$ cat src/rtl/escaner_teclado_pkg.sv
// Shared types and helpers for the matrix-keypad scanner (escaner_teclado).
// Holds the FSM state type, the key-code width rule and a population count.
package teclado_pkg;

  typedef enum logic [1:0] {
    ESCANEO,
    CONFIRMA,
    PRESIONADA,
    LIBERA
  } estado_t;

  // Widest vector contar_unos() accepts; narrower callers zero-extend.
  localparam int unsigned CUENTA_MAX_W = 64;

  function automatic int code_w(input int filas, input int columnas);
    return $clog2(filas * columnas);
  endfunction

  function automatic int unsigned contar_unos(input logic [CUENTA_MAX_W-1:0] v);
    int unsigned n;
    n = 0;
    for (int i = 0; i < CUENTA_MAX_W; i++) begin
      n += {31'd0, v[i]};
    end
    return n;
  endfunction

endpackage

$ cat src/rtl/escaner_teclado_codificador.sv
// One-hot to binary index encoder; valido is low unless exactly one bit is set.
// Used by escaner_teclado to turn the active column line into a column index.
module codificador_onehot
  import teclado_pkg::*;
#(
  parameter int N = 4,
  localparam int IDX_W = $clog2(N)
) (
  input  logic [N-1:0]     onehot,
  output logic [IDX_W-1:0] idx,
  output logic             valido
);

  always_comb begin
    // NOTE: every output gets a default before the loop; a path that leaves
    // idx unassigned would make synthesis infer a latch.
    idx    = '0;
    valido = (contar_unos(CUENTA_MAX_W'(onehot)) == 1);
    for (int i = 0; i < N; i++) begin
      if (onehot[i]) idx = IDX_W'(i);
    end
  end

endmodule

$ cat src/rtl/escaner_teclado.sv
// Parametrised matrix-keypad scanner: row strobing, column sync, press/release
// debounce and key-code output. Optional auto-repeat under `AUTOREPEAT_EN.
module escaner_teclado
  import teclado_pkg::*;
#(
  parameter int FILAS           = 4,
  parameter int COLUMNAS        = 4,
  parameter int SCAN_CICLOS     = 1000,
  parameter int DEBOUNCE_CICLOS = 10000,
  parameter int REPEAT_CICLOS   = 5000000,
  localparam int CODE_W         = code_w(FILAS, COLUMNAS)
) (
  input  logic                clk,
  input  logic                rst,
  input  logic [COLUMNAS-1:0] columna_i,
  output logic [FILAS-1:0]    fila_o,
  output logic [CODE_W-1:0]   tecla_codigo,
  output logic                tecla_valida,
  output logic                tecla_presionada,
  output logic                error_multi
);

  localparam int FILA_W = $clog2(FILAS);
  localparam int COL_W  = $clog2(COLUMNAS);
  localparam int SCAN_W = $clog2(SCAN_CICLOS);
  localparam int DEB_W  = $clog2(DEBOUNCE_CICLOS);

  estado_t             estado;
  logic [COLUMNAS-1:0] col_meta;
  logic [COLUMNAS-1:0] col_s;
  logic [COLUMNAS-1:0] col_lat;
  logic [FILA_W-1:0]   fila_idx;
  logic [FILA_W-1:0]   fila_sig;
  logic [FILAS-1:0]    fila_sig_oh;
  logic [SCAN_W-1:0]   scan_cnt;
  logic [DEB_W-1:0]    deb_cnt;
  logic [COL_W-1:0]    col_idx;
  logic                col_unica;
  logic [CODE_W-1:0]   codigo_actual;

`ifdef AUTOREPEAT_EN
  localparam int REP_W = $clog2(REPEAT_CICLOS);
  logic [REP_W-1:0] rep_cnt;
`endif

  always_ff @(posedge clk) begin
    if (rst) begin
      col_meta <= '0;
      col_s    <= '0;
    end else begin
      // NOTE: non-blocking so the second flop takes the first flop's old
      // value; blocking assignments would collapse the chain into one flop.
      col_meta <= columna_i;
      col_s    <= col_meta;
    end
  end

  codificador_onehot #(.N(COLUMNAS)) u_cod_col (
    .onehot (col_s),
    .idx    (col_idx),
    .valido (col_unica)
  );

  always_comb begin
    fila_sig              = (fila_idx == FILA_W'(FILAS - 1)) ? '0 : fila_idx + FILA_W'(1);
    fila_sig_oh           = '0;
    fila_sig_oh[fila_sig] = 1'b1;
    codigo_actual         = CODE_W'(fila_idx) * CODE_W'(COLUMNAS) + CODE_W'(col_idx);
  end

  always_ff @(posedge clk) begin
    if (rst) begin
      estado           <= ESCANEO;
      fila_idx         <= '0;
      fila_o           <= FILAS'(1);
      scan_cnt         <= '0;
      deb_cnt          <= '0;
      col_lat          <= '0;
      tecla_codigo     <= '0;
      tecla_valida     <= 1'b0;
      tecla_presionada <= 1'b0;
      error_multi      <= 1'b0;
`ifdef AUTOREPEAT_EN
      rep_cnt          <= '0;
`endif
    end else begin
      tecla_valida <= 1'b0;
      error_multi  <= 1'b0;
      case (estado)
        ESCANEO: begin
          // Columns are only trusted at the end of the strobe window, once
          // the new row has propagated through the pad and the synchroniser.
          if (scan_cnt == SCAN_W'(SCAN_CICLOS - 1)) begin
            scan_cnt <= '0;
            if (col_unica) begin
              col_lat <= col_s;
              deb_cnt <= '0;
              estado  <= CONFIRMA;
            end else begin
              error_multi <= (col_s != '0);
              fila_idx    <= fila_sig;
              fila_o      <= fila_sig_oh;
            end
          end else begin
            scan_cnt <= scan_cnt + SCAN_W'(1);
          end
        end

        CONFIRMA: begin
          if (col_s != col_lat) begin
            estado   <= ESCANEO;
            fila_idx <= fila_sig;
            fila_o   <= fila_sig_oh;
          end else if (deb_cnt == DEB_W'(DEBOUNCE_CICLOS - 1)) begin
            tecla_codigo     <= codigo_actual;
            tecla_valida     <= 1'b1;
            tecla_presionada <= 1'b1;
            estado           <= PRESIONADA;
`ifdef AUTOREPEAT_EN
            rep_cnt          <= '0;
`endif
          end else begin
            deb_cnt <= deb_cnt + DEB_W'(1);
          end
        end

        PRESIONADA: begin
          // Only the latched column matters; extra keys on the row are ignored.
          if ((col_s & col_lat) == '0) begin
            deb_cnt <= '0;
            estado  <= LIBERA;
`ifdef AUTOREPEAT_EN
            rep_cnt <= '0;
          end else if (rep_cnt == REP_W'(REPEAT_CICLOS - 1)) begin
            rep_cnt      <= '0;
            tecla_valida <= 1'b1;
          end else begin
            rep_cnt <= rep_cnt + REP_W'(1);
`endif
          end
        end

        LIBERA: begin
          if ((col_s & col_lat) != '0) begin
            estado  <= PRESIONADA;
`ifdef AUTOREPEAT_EN
            rep_cnt <= '0;
`endif
          end else if (col_s != '0) begin
            deb_cnt <= '0;
          end else if (deb_cnt == DEB_W'(DEBOUNCE_CICLOS - 1)) begin
            tecla_presionada <= 1'b0;
            estado           <= ESCANEO;
            fila_idx         <= fila_sig;
            fila_o           <= fila_sig_oh;
          end else begin
            deb_cnt <= deb_cnt + DEB_W'(1);
          end
        end

        default: estado <= ESCANEO;
      endcase
    end
  end

endmodule

$ cat config.mk
export PLATFORM = sky130hd
export DESIGN_NAME = escaner_teclado
export DESIGN_NICKNAME = d
export VERILOG_FILES = /design/src/rtl/escaner_teclado_pkg.sv /design/src/rtl/escaner_teclado_codificador.sv /design/src/rtl/escaner_teclado.sv
export SDC_FILE = /design/constraint.sdc
export NUM_CORES = 1
export LEC_CHECK = 0
export ABC_AREA = 1
export BUFFER_PORTS_ARGS = -buffer_cell sky130_fd_sc_hd__clkbuf_2
export CORE_MARGIN = 4
export CORE_UTILIZATION = 65
export CTS_CLUSTER_DIAMETER = 100
export DETAILED_ROUTE_END_ITERATION = 8
export PLACE_DENSITY = 0.89
export SLEW_MARGIN = 40
export SYNTH_ARGS = -nofsm -noshare
export SYNTH_HDL_FRONTEND = slang
export SYNTH_SLANG_ARGS = --single-unit
$ cat constraint.sdc
create_clock -name clk -period 3.74 [get_ports clk]
set_clock_uncertainty 0.05 [all_clocks]
set_input_delay 0 -clock clk [delete_from_list [all_inputs] [get_ports clk]]
set_output_delay 0 -clock clk [all_outputs]
set_load 0.05 [all_outputs]
* Yosys cells after proc, flatten, opt, wreduce, memory -nomap -nowiden
Index checks and enable logic that the tools add are counted.
Storage, ports and cells: flip-flop bits (word level) 51, input port bits 6, output and inout port bits 11, logic and storage cells 107
Cells by class: add/sub/neg operators 7, order comparisons 2, equality and inequality tests 21, muxes and demuxes 45, bitwise gates (word level) 5, reductions and logical operators 15
Operators with widths (number):
- 2-to-1 mux 14 bit | 7
- adder 32 x 1 -> 32 bit | 2
- case mux 14 bit (4 select lines) | 1
- 2-to-1 mux 2 bit | 17
- equality test 32 x 1 -> 1 bit, second input constant | 1
- 2-to-1 mux 4 bit | 6
- inequality test 2 bit, second input constant | 10
- adder 14 x 1 -> 14 bit, second input constant | 1
- equality test 14 bit, second input constant | 1
- case mux 4 bit (3 select lines) | 1
- AND reduction 6 bit | 2
- adder 10 x 1 -> 10 bit, second input constant | 1
- equality test 10 bit, second input constant | 1
- 2-to-1 mux 10 bit | 1
- inequality test 3 bit, second input constant | 3
- 2-to-1 mux 1 bit | 8
- case mux 2 bit (4 select lines) | 1
- nonzero test 4 bit | 2
- AND reduction 7 bit | 1
- equality test 2 bit, second input constant | 3
- case mux 2 bit (3 select lines) | 1
- AND reduction 3 bit | 2
- AND reduction 5 bit | 1
- adder 4 x 2 -> 4 bit | 1
- other kinds (17) | 20

* Logic depth before layout (Yosys ltp)
depth after elaboration 10, gate-level depth with buffers 16, depth with buffers taken out 15

* Hierarchy
Synthesis repeated with hierarchy kept, for this count alone.
Second synthesis, totals: cell total of the unflattened synthesis 394, area, all modules 2642.5 µm²
Modules (own cells, without submodules):
- escaner_teclado | times used 1, cells an instance 379, area an instance 2544.9 µm², seq. area each 1021.0 µm²
- codificador_onehot | times used 1, cells an instance 15, area an instance 97.6 µm², seq. area each 0.0 µm²

* Least setup slack after synthesis
Ideal clock, no wire load.
path kind register -> register, start point reg col_s[1], end point reg deb_cnt[11], library setup time 0.113 ns, data arrival time 2.270 ns, required time 3.577 ns, slack 1.307 ns, cell stages (with the launch flop) 16, path buffers 1, clock period less this slack 2.433 ns, path through dfxtp_1 -> inv_1 -> ha_1 -> fa_1 -> ha_1 -> nor2_1 -> nand2_1 -> nand2_1 -> nand2_1 -> nor2_4 -> nand2_4 -> inv_2 -> buf_6 -> nand2_1 -> nor2_1 -> nor2_1
Between the ends: longest elaborated chain between the ends 6, elaborated cells between the ends (all ways) 17, classes of those cells add/sub (3); eq/ne (6); mux (3); bitwise (1); reduce/logical (4)
RTL lines:
- from (decl) | RTL line escaner_teclado.sv:30 | logic [COLUMNAS-1:0] col_s;
- from (signal assigned) | RTL line escaner_teclado.sv:54 | col_s <= col_meta;
- adder 1 x 1 -> 2 bit | RTL line escaner_teclado_pkg.sv:23 | n += {31'd0, v[i]};
- adder 32 x 1 -> 32 bit (2 in a row) | RTL line escaner_teclado_pkg.sv:23
- equality test 32 x 1 -> 1 bit | RTL line escaner_teclado_codificador.sv:18 | valido = (contar_unos(CUENTA_MAX_W'(onehot)) == 1);
- inequality test 2 bit (no line)
- AND reduction 5 bit (no line)
- to (signal assigned) | RTL line escaner_teclado.sv:123 | deb_cnt <= deb_cnt + DEB_W'(1);
- to (signal assigned) | RTL line escaner_teclado.sv:157 | deb_cnt <= deb_cnt + DEB_W'(1);
- to (decl) | RTL line escaner_teclado.sv:36 | logic [DEB_W-1:0] deb_cnt;
Parallel ways exist; a longest one is shown, timed or not. The select of a mux whose other input is x is not followed. A chain may end at the register's enable or synchronous reset.

* Final worst setup path
start point reg col_s[0], end point reg deb_cnt[1]
The elaborated chain is that of the path after synthesis.

==> results by stage <==
Run status:
- The flow ran to the end, and the final reports show no timing, DRC or antenna violations.

GRT:
- The number of global-route vias before repair is around 2200.
- In the global route stage, overall resource usage came out at 22.6%.
- Summed over all layers, the global routing overflow is 0.
- The number of antenna violations at the first check in global routing is 0.
- The first global-routing pass estimated between 9000 and 10000 microns of wire.
- The largest net degree at the start of global routing is 21.

Clock network:
- The later pin in the worst-skew pair is clocked with a latency of roughly 0.3 ns.
- The number of gates resized after CTS was 0.
- After clock tree synthesis, the clock-pin slew on the worst setup and hold paths is approximately 0.09 ns.
- The clock drives 51 sinks.
- The H-tree was split into 2 levels.
- TritonCTS built the clock tree.
- The total CTS buffers is 5.
- CTS placed an instance of clkbuf_8 at the clock tree root.
- The clock passes through at most 2 buffers.

Place:
- At the end of routability-driven placement, the weighted congestion stood at 0.930.
- The HPWL after detailed placement is 3940 microns.
- In this run the tool buffered the top-level ports with 16 buffer cells.

Logic synthesis:
- For this run, asynchronously set or reset flops after synthesis account for 0%.
- The number of standard cells after synthesis is 390.
- Dividing the synthesized area by the synthesized cell count gives between 6 and 7 sq um.
- The number of storage elements in the synthesis netlist is 51.
- The number of warning messages in the yosys log is 0.
- The leading area contributor after synthesis is dfxtp_1.
- The netlist uses 34 different library cells.
- The number of nets in the synthesized netlist is just over 400.
- The share of synthesized area in the top cell type comes to about two fifths.
- Summing the sequential cell areas from Yosys gives between 30% and 40% of the chip area.
- Among all flip-flop cells after synthesis, the most frequent one is dfxtp_1.
- The cell area that synthesis handed to floorplanning was between 2000 and 3000 sq um.
- The number of flops mapped to enable cells by yosys is 0.
- By area the synthesized netlist is led by dfxtp_1, nand2_1, nor2_1, inv_1, ha_1.

STA:
- The final max-slew violation count came to 0.
- Setup repair after global routing left no endpoint under its margin.
- The aggregate negative setup slack is 0 ns.
- The maximum clock frequency is ~360 MHz.
- The final hold violation count is 0.
- After layout, the worst path uses between 70% and 80% of the clock period.
- The relative slew slack is a little under half.
- The count of endpoints failing setup in the final report is 0.
- The measured slew at the worst slew-check pin is about 0.81 ns.
- The final period demand of the worst path is between 2 and 3 ns.

Worst setup path:
- The data arrival at the endpoint of the critical path is 2.98 ns.
- Traced cell by cell, the critical path runs through inv_1 -> ha_1 -> fa_1 -> ha_1 -> nor2_1 -> nand2_1 -> nand2_1 -> nand2_1 -> nor2_4 -> nand2_4 -> inv_2 -> nand2_1 -> nand2_1 -> nand2_1 -> nor2_1.
- The launching element type of the critical path is a flop.
- The buffering stage count on the worst path with inverters included is 2.
- Counting cells, the worst reg-to-reg path comes to 15.
- The master of the slowest instance on the critical path is dfxtp_1.
- The worst setup path is of the flop to flop kind.
- The endpoint kind of the worst setup timing path is a flop.
- The longest individual stage delay on the worst path is 0.38 ns.
- Counting stages on the worst path, the most repeated cell is nand2_1.
- In this run the worst path has a maximum fanout of 11.
- The data required time at the worst endpoint is 3.92 ns.
- Grouping stages by cell kind, the critical path spends the most delay in simple AND/OR/NAND/NOR gates.
- The cell depth of the worst setup path is 15.

Finish:
- The area growth from synthesis to layout is 9.52%.
- The diode insertion count for antenna repair is 0.
- The final-stage net count is roughly 430.
- Once layout is complete, the utilization of the core stands at roughly 73%.
- Cells with a size suffix above 1 make up 9.71% of the layout.

Route:
- The number of remaining DRC errors is 0.
- Dividing the detail-routed via count by the number of cells gives 5.26.
- The routed layout has approximately 2400 vias.
- The total length of routed wires is between 5000 and 6000 microns.
- The first detailed-routing pass ran for 4 iterations.
- After detailed routing, the average wire length per cell comes to approximately 12 microns.
- For this block, the initial DRC count from the detailed router was ~160.
- The post-detailed-route count of antenna-violating nets is 0.

Power:
- IR analysis of the VDD net gives a maximum drop of about 0.00036 V.
- For this design the ratio of total power to cell area is about 330 nW/um^2.
- In this run the static leakage power is around 0.0013 uW.

Hold path:
- The worst hold path depth is 2.
- The class of the worst hold path is input port to flop.

Floorplanning:
- The top-level port count is 17.
- The overall die area is 5220 sq um.
- The die span in y is 72.2 microns.
- The floorplan has 23 rows.
- The placeable core region is 4000 sq um.
- From left edge to right edge, the die measures between 70 and 80 microns.
- The initial cell density of the core is approximately two thirds.

Flow run:
- The number of maximum-capacitance constraint violations is 0.
==> through the flow <==
step | hold slack (ns) | cell area (sq um) | std cells | setup slack, ns | total power, uW
floorplan | 0.0570 | 2680 | 390 | 1.31 | 601
global placement | 0.144 | 2800 | 451 | 1.13 | 611
detailed placement | 0.147 | 2800 | 451 | 1.01 | 614
CTS | 0.115 | 2940 | 462 | 0.950 | 970
global route | 0.134 | 2940 | 462 | 0.776 | 1000
finish | 0.131 | 2940 | 462 | 0.946 | 964
==> where the power goes <==
| group | switching, uW | internal [uW] |
|---|---|---|
| Sequential | 5.64 | 549 |
| Combinational | 32.9 | 18.3 |
| Clock | 162 | 196 |
==> worst paths after layout <==
| check | slack [ns] | start | end |
|---|---|---|---|
| setup / recovery | 0.95 | col_s[0]$_SDFF_PP0_ | deb_cnt[1]$_SDFFE_PP0P_ |
| hold / removal | 0.13 | rst | scan_cnt[1]$_SDFFE_PP0P_ |
| setup reg to reg | 0.95 | col_s[0]$_SDFF_PP0_ | deb_cnt[1]$_SDFFE_PP0P_ |
| hold reg to reg | 0.36 | col_meta[0]$_SDFF_PP0_ | col_s[0]$_SDFF_PP0_ |
==> timing repair <==
item / CTS / global route
hold buffers: 4 / 0
endpoints found under the hold margin: 4 / 0
buffers inserted: 0 / 0
==> synth_stat cells, types with 2 or more instances <==
master and number:
nand2_1 84, dfxtp_1 51, nor2_4 2, nor3_1 12, nand3_1 24, a21oi_1 19, o21a_1 2, nand3b_1 4
nor2_1 77, inv_1 51, nand2_4 2, nor2_2 3, o21ai_0 10, clkbuf_1 2, nand2_2 3, nand4_1 7
ha_1 14, nor3b_1 5, inv_2 3
==> placed cells by master (no fill, tap or decap), types with 4 or more instances in the layout <==
| cell type | Yosys | final |
|---|---|---|
| inv_1 | 51 | 51 |
| o21ai_0 | 10 | 10 |
| dfxtp_1 | 51 | 51 |
| nor3_1 | 12 | 12 |
| nand2_1 | 84 | 84 |
| ha_1 | 14 | 14 |
| clkbuf_8 | 0 | 5 |
| nand3_1 | 24 | 24 |
| nand3b_1 | 4 | 4 |
| nor3b_1 | 5 | 5 |
| nand4_1 | 7 | 7 |
| a21oi_1 | 19 | 19 |
| nor2_1 | 77 | 77 |
| clkbuf_2 | 0 | 16 |
| dlygate4sd3_1 | 0 | 4 |
==> logic make-up (layout without fill, tap and decap cells) <==
logic type	Yosys count	count (layout)	synth area share (%)
simple gates	230	230	38.8
buf+inv	59	81	8.68
flops	51	51	38.1
compound gates	35	35	7.18
fa+ha+maj	15	15	7.28
==> worst register-to-register path: cells and delay by family, from the launching register on <==
kind	cells	cell delay [ns]
fa+ha+maj	3	0.96
flops	1	0.38
simple gates	10	1.09
buf+inv	2	0.25
==> layer usage <==
layer	GRT usage, %	up-vias	routed length, microns
li1	-	1281	-
met1	28.7	1090	2490
met2	39.0	52	2650
met3	4.85	7	221
met4	5.85	0	65
met5	0	-	0
==> registers in the layout, indices dropped and copies added (netlist names) <==
name,count
deb_cnt,14
scan_cnt,10
col_lat,4
col_meta,4
col_s,4
fila_o,4
tecla_codigo,4
estado,2
fila_idx,2
error_multi,1
tecla_presionada,1
tecla_valida,1
==> cell type report <==
class / instances / area, sq um
clock buffers: 6 / 72.6
inverters: 54 / 203
clock inverters: 1 / 30.0
multi-input cells: 280 / 1430
fillers: 313 / 1060
flip-flops and latches: 51 / 1020
repair buffers: 20 / 120
well taps: 50 / 62.6
(Power assumes the default switching activity.)
